### src/rtl/dm_access_ctrl.sv
// MEM-stage data-memory access sequencer.
// It drives a req/gnt/rvalid handshake, stalls the pipeline while an access is in flight,
// registers load data for writeback and aborts an access that hangs past a cycle budget.
module dm_access_ctrl #(
  parameter int unsigned ADDR_W      = 16,
  parameter int unsigned DATA_W      = 32,
  parameter int unsigned TIMEOUT_CYC = 255
) (
  input  logic              clk,
  input  logic              rst,
  input  logic              req_valid_i,
  input  logic              req_we_i,
  input  logic [ADDR_W-1:0] req_addr_i,
  input  logic [DATA_W-1:0] req_wdata_i,
  input  logic [3:0]        req_be_i,
  input  logic              flush_i,
  output logic              dm_req_o,
  output logic              dm_we_o,
  output logic [ADDR_W-1:0] dm_addr_o,
  output logic [DATA_W-1:0] dm_wdata_o,
  output logic [3:0]        dm_be_o,
  input  logic              dm_gnt_i,
  input  logic              dm_rvalid_i,
  input  logic [DATA_W-1:0] dm_rdata_i,
  output logic              stall_o,
  output logic [DATA_W-1:0] load_data_o,
  output logic              load_valid_o,
  output logic              err_o
);

  // The counter only has to reach TIMEOUT_CYC-1, where it saturates.
  localparam int unsigned    CntW    = (TIMEOUT_CYC > 1) ? $clog2(TIMEOUT_CYC) : 1;
  localparam logic [CntW-1:0] CntLast = CntW'(TIMEOUT_CYC - 1);

  typedef enum logic [1:0] {StIdle, StReq, StWait, StDone} state_e;

  state_e            state_q;
  logic [CntW-1:0]   cnt_q;
  logic              drop_q;
  logic              dm_req_q;
  logic              dm_we_q;
  logic [ADDR_W-1:0] dm_addr_q;
  logic [DATA_W-1:0] dm_wdata_q;
  logic [3:0]        dm_be_q;
  logic [DATA_W-1:0] load_data_q;
  logic              load_valid_q;
  logic              err_q;

  logic            timeout_hit;
  logic [CntW-1:0] cnt_inc;

  // Budget check and saturating increment for the REQ+WAIT cycle counter.
  always_comb begin
    timeout_hit = (TIMEOUT_CYC != 0) && (cnt_q == CntLast);
    cnt_inc     = (cnt_q == CntLast) ? cnt_q : cnt_q + 1'b1;
  end

  // Access sequencer with registered handshake and result outputs.
  always_ff @(posedge clk) begin
    if (rst) begin
      state_q      <= StIdle;
      cnt_q        <= '0;
      drop_q       <= 1'b0;
      dm_req_q     <= 1'b0;
      dm_we_q      <= 1'b0;
      dm_addr_q    <= '0;
      dm_wdata_q   <= '0;
      dm_be_q      <= '0;
      load_data_q  <= '0;
      load_valid_q <= 1'b0;
      err_q        <= 1'b0;
    end else begin
      load_valid_q <= 1'b0;
      err_q        <= 1'b0;
      unique case (state_q)
        StIdle: begin
          if (req_valid_i && !flush_i) begin
            dm_we_q    <= req_we_i;
            dm_addr_q  <= req_addr_i;
            dm_wdata_q <= req_wdata_i;
            dm_be_q    <= req_be_i;
            cnt_q      <= '0;
            drop_q     <= 1'b0;
            dm_req_q   <= 1'b1;
            state_q    <= StReq;
          end
        end
        StReq: begin
          if (dm_gnt_i) begin
            dm_req_q <= 1'b0;
            if (dm_we_q) begin
              state_q <= StDone;
            end else if (dm_rvalid_i) begin
              load_data_q  <= dm_rdata_i;
              load_valid_q <= 1'b1;
              state_q      <= StDone;
            end else begin
              // Once granted the response must still be consumed, so a flush only marks it.
              drop_q  <= flush_i;
              cnt_q   <= cnt_inc;
              state_q <= StWait;
            end
          end else if (timeout_hit) begin
            dm_req_q    <= 1'b0;
            err_q       <= 1'b1;
            load_data_q <= '0;
            state_q     <= StDone;
          end else if (flush_i) begin
            dm_req_q <= 1'b0;
            state_q  <= StIdle;
          end else begin
            cnt_q <= cnt_inc;
          end
        end
        StWait: begin
          if (dm_rvalid_i) begin
            if (drop_q || flush_i) begin
              state_q <= StIdle;
            end else begin
              load_data_q  <= dm_rdata_i;
              load_valid_q <= 1'b1;
              state_q      <= StDone;
            end
          end else if (timeout_hit) begin
            err_q       <= 1'b1;
            load_data_q <= '0;
            state_q     <= StDone;
          end else begin
            cnt_q <= cnt_inc;
            if (flush_i) drop_q <= 1'b1;
          end
        end
        StDone: state_q <= StIdle;
        default: state_q <= StIdle;
      endcase
    end
  end

  // Stall starts combinationally in IDLE so the MEM instruction is frozen before REQ.
  always_comb begin
    stall_o = ((state_q == StIdle) && req_valid_i && !flush_i) ||
              (state_q == StReq) || (state_q == StWait);
  end

  assign dm_req_o     = dm_req_q;
  assign dm_we_o      = dm_we_q;
  assign dm_addr_o    = dm_addr_q;
  assign dm_wdata_o   = dm_wdata_q;
  assign dm_be_o      = dm_be_q;
  assign load_data_o  = load_data_q;
  assign load_valid_o = load_valid_q;
  assign err_o        = err_q;

endmodule

### config.mk
export PLATFORM = sky130hd
export DESIGN_NAME = dm_access_ctrl
export DESIGN_NICKNAME = d
export VERILOG_FILES = /design/src/rtl/dm_access_ctrl.sv
export SDC_FILE = /design/constraint.sdc
export NUM_CORES = 1
export LEC_CHECK = 0
export ABC_AREA = 0
export CAP_MARGIN = 20
export CORE_MARGIN = 1
export CORE_UTILIZATION = 42
export CTS_CLUSTER_DIAMETER = 50
export DETAILED_ROUTE_END_ITERATION = 6
export PLACE_DENSITY = 0.82
export SLEW_MARGIN = 20
export SYNTH_ARGS = -nofsm -noshare
export SYNTH_HDL_FRONTEND = slang
export SYNTH_SLANG_ARGS = --single-unit
### constraint.sdc
create_clock -name clk -period 2.4 [get_ports clk]
set_clock_uncertainty 0.2 [all_clocks]
set_input_delay 0.24 -clock clk [delete_from_list [all_inputs] [get_ports clk]]
set_output_delay 0.24 -clock clk [all_outputs]
set_load 0.01 [all_outputs]
[Yosys cells after proc, flatten, opt, wreduce, memory -nomap -nowiden]
Index checks and enable logic that the tools add are counted.
Operators by class
  $add $sub $neg: 1
  $mul: 0
  div/mod/pow operators: 0
  magnitude comparators: 0
  eq/ne operators: 19
  shift operators: 0
  multiplexer cells: 50
  bitwise gates (word level): 0
  reductions and logical operators: 17
Operator list (count)
  32-bit two-way mux: 6
  8-bit two-way mux: 9
  32-bit case mux with 2 select lines: 1
  8-bit case mux with 3 select lines: 1
  1-bit two-way mux: 21
  3-bit != test, second input constant: 7
  8-bit AND reduction: 2
  2-bit two-way mux: 7
  2-bit != test, second input constant: 7
  8-bit by 1-bit adder with 8-bit output, second input constant: 1
  8-bit equality test, second input constant: 1
  2-bit case mux with 4 select lines: 1
  1-bit case mux with 2 select lines: 3
  3-bit AND reduction: 2
  2-bit equality test, second input constant: 2
  4-bit != test, second input constant: 1
  4-bit AND reduction: 1
  2-bit nonzero test: 2
  1-bit logical AND: 3
  1-bit logical OR: 3
  1-bit case mux with 3 select lines: 1
  3-bit nonzero test: 1
  2-bit by 1-bit equality test with 1-bit output, second input constant: 1
  2-bit logical NOT: 1
  2 further kinds: 2
Word-level totals
  register bits: 99
  bits in latches: 0
  RAM bits: 0
  ROM bits: 0
  input port bits: 91
  output and inout bits: 89
  word-level logic and storage cells: 98
  memories kept: 0

[Longest topological paths before layout]
  word-level depth: 6
  mapped depth: 8
  gate-level depth less buffers: 6

[Worst setup path after synthesis]
No wires, ideal clock.
  kind: register to register
  start: reg cnt_q[0]
  end: reg cnt_q[2]
  arrival: 1.723 ns
  data required time: 2.112 ns
  slack: 0.389 ns
  stages on the path, launching flop included: 7
  buffers on the path: 0
  clock period less this slack: 2.011 ns
  cells stage by stage: dfxtp_1 > inv_1 > ha_1 > and4_1 > a221oi_1 > a31oi_1 > a311oi_2
Between the ends
  word-level cells in the longest chain between the ends: 6
Ends and longest elaborated chain
  start: declaration: line 38  | logic [CntW-1:0] cnt_q;
  start signal: assignment: line 100  | cnt_q <= cnt_inc;
  start signal: assignment: line 112  | cnt_q <= cnt_inc;
  start signal: assignment: line 129  | cnt_q <= cnt_inc;
  8-bit by 1-bit adder with 8-bit output / 8-bit equality test (equally long branches): line 55, 54
  8-bit two-way mux: line 55  | cnt_inc = (cnt_q == CntLast) ? cnt_q : cnt_q + 1'b1;
  8-bit two-way mux, on equally long branches: line 108, 93
  8-bit two-way mux, on equally long branches: line 103, 91
  8-bit two-way mux: line 89  | if (dm_gnt_i) begin
  8-bit case mux with 3 select lines: line 75  | unique case (state_q)
Parallel ways exist; a longest one is shown, timed or not. The select of a mux whose other input is x is not followed.
A chain may end at the register's enable or synchronous reset.

[Worst setup path in the final report]
  start: reg state_q[0]
  end: reg cnt_q[2]
Between the ends
  word-level cells in the longest chain between the ends: 3
Ends and longest elaborated chain
  start: declaration: line 37  | state_e state_q;
  start signal: assignment: line 61  | state_q <= StIdle;
  start signal: assignment: line 85  | state_q <= StReq;
  start signal: assignment: line 92  | state_q <= StDone;
  2-bit by 1-bit equality test with 1-bit output (tied with other cells): line 75
  3-bit != test (no line) (tied with other cells)
  8-bit AND reduction (no line)
Parallel ways exist; a longest one is shown, timed or not.

==> run summary <==
Hold slack = 0.126 ns
Distinct cells, synth = 52
Final hold violation count = 0
Final period util = 0.916
Top cells by area, synth = dfxtp_1 47%, a21oi_1 11%, nand2_1 10%, a32oi_1 6.7%, nand3_1 4.9%
Synth Cell Area = 0.00420 sq mm
Crit Path Max Fanout = 8
Initial DRC count = 211
CTS H-Tree Depth = 3
Area delta synth->final = 51.3%
Pleak = 2.14 nW
Via-per-instance ratio = 5.43
Clk pin slew, worst setup/hold paths = 0.09 ns
Pwr Total = 3.65 mW
GPL Wtd Cong = 0.803
Core area = 0.00973 sq mm
CTS Hold Bufs = 0
CTS tree = built
Die height = 102 um
Clock Latency Late Sink = 0.37 ns
Setup TNS = 0 ns
Synth cell count leaders = 116 x nand2_1, 99 x dfxtp_1, 89 x a21oi_1, 41 x nand3_1, 37 x clkbuf_1
Arrival time worst endpoint = 2.28 ns
Count of boundary I/O pins = 180
Post-CTS sizing = 4
Pin count of the biggest net entering global routing = 54
FILL cells = 806
Syn_area_per_cell = 8.21 sq um
Initial DRT Pass Iterations = 5
Total global-route track usage = 0.229
Register area share after synthesis = 0.472
Hold Path Class = in2reg
# Max-Cap Violations = 0
Vias in the first global route = 4097
Max Clk Rate = 455 MHz
Final wirelength = 12.1 mm
Post-CTS Setup Repair Bufs = 0
Initial antenna violation count = 0
Cell Rows = 36
Max-slew headroom = 0.525
Dpl cell area = 0.00612 sq mm
# DRC = 0
Seq cells post-synth = 99
Synth Net Count = 609
CP required = 2.48 ns
Clock buffer depth = 2
Status = finished clean
First-pass GRT wire length = 18.9 mm
RSZ-0062 raised after global routing = false
Ant diodes = 0
Post-DP HPWL = 8.31 mm
Cell area power density = 575 mW/mm^2
Die width = 102 um
Root Driver = clkbuf_8
Setup violators final = 0
Die area = 0.0104 sq mm
Initial core utilization = 0.431
Yosys top cell by area = dfxtp_1
IO buf count = 179
GRT overflow = 0
Final nets = 770
Top-count cell post-synth = nand2_1
WL/cell = 14.9 um
Finished layout cell area = 0.00635 sq mm
CTS Buf Count = 9
Post-synth EDFFs = 0
Via count = 4397
Post-route ant nets = 0
Max-slew violations = 0
Sink Count = 99
Most used DFF post-synth = dfxtp_1
Maximum VDD drop = 0.000305 V
Post-synth top area share = 0.472
Min cycle time layout = 2.20 ns
Synth Instances = 511
Synth warn = 0
Worst-margin pin slew = 0.710 ns
CP startpoint kind = register
Synth async-reset ratio = 0
Setup CP Type = reg2reg
Fraction of layout cells with a size suffix above 1 = 0.0679
Worst setup EP type = register
-- per-stage QoR --
stage                      util  setup slack [ns]  std cells
final                     0.652             0.203        810
after global placement    0.629            0.0455        794
after floorplan               -             0.389        511
after detailed placement  0.629           -0.0680        794
after CTS                 0.651            0.0987        810
after global routing      0.652            0.0432        810
-- power by group --
group	internal [mW]	total [mW]	switching (mW)
combinational	0.394	0.745	0.351
sequential	1.72	1.77	0.0515
clock	0.543	1.13	0.588
-- cells by family after synthesis --
kind of cell,after synthesis,synth area share
buffers and inverters,51,0.0480
adders and majority gates,7,0.0209
DFF,99,0.472
AOI/OAI and AO/OA,154,0.239
muxes,1,0.00239
and+or+nand+nor,199,0.217
-- worst max-delay path: stages (launching register included) --
cell and delay [ns]:
dfxtp_1 0.40, inv_1 0.10, ha_1 0.46, inv_1 0.12
a221oi_1 0.28, buf_4 0.20, a31oi_1 0.10, a311oi_2 0.25
-- state kept, by name, summed over array words and instances (netlist names), 2 cells and up --
signal / flops
cnt_q: 8
dm_addr_o: 16
dm_be_o: 4
dm_wdata_o: 32
load_data_o: 32
state_q: 2
-- metal layers --
| metal | vias up | track usage | routed length, um |
|---|---|---|---|
| met5 | - | 0 | 0 |
| met4 | 0 | 0.109 | 275 |
| met3 | 24 | 0.0602 | 959 |
| met2 | 175 | 0.385 | 5800 |
| met1 | 2053 | 0.272 | 5020 |
| li1 | 2145 | - | - |
-- path summary, 6_finish.rpt --
check                        startpoint                     endpoint  slack (ns)  cells past startpoint
max             state_q[0]$_SDFFE_PP0P_        cnt_q[2]$_SDFFE_PP0P_        0.20                      7
min                                 rst  load_data_o[9]$_SDFFE_PP0P_        0.13                      2
max reg2reg     state_q[0]$_SDFFE_PP0P_        cnt_q[2]$_SDFFE_PP0P_        0.20                      7
min reg2reg  dm_addr_o[13]$_SDFFE_PP0P_   dm_addr_o[13]$_SDFFE_PP0P_        0.26                      2
-- cells in the final DEF (no fill, tap or decap), types with 3 or more instances in the layout --
| cell type | count |
|---|---|
| clkdlybuf4s50_1 | 177 |
| nand2_1 | 115 |
| dfxtp_1 | 99 |
| a21oi_1 | 89 |
| nand3_1 | 41 |
| a32oi_1 | 32 |
| buf_4 | 15 |
| clkbuf_8 | 11 |
| nand2b_1 | 9 |
| inv_1 | 7 |
| nor2b_1 | 5 |
| o21ai_0 | 5 |
| ha_1 | 5 |
| or3_1 | 4 |
| nand4b_1 | 4 |
| o221ai_1 | 4 |
| nor2_1 | 4 |
| nor3_1 | 3 |
-- area by class of cell --
cell class	instances	area, sq um	share of cell area
clock buffer	11	151	0.0239
clock inverter	5	60.1	0.00946
inverter	7	26.3	0.00414
multi-input combinational	361	2050	0.323
sequential	99	1980	0.312
tap	133	166	0.0262
timing repair buffer	194	1910	0.301
Note: power is estimated with default switching activity, not from simulation.
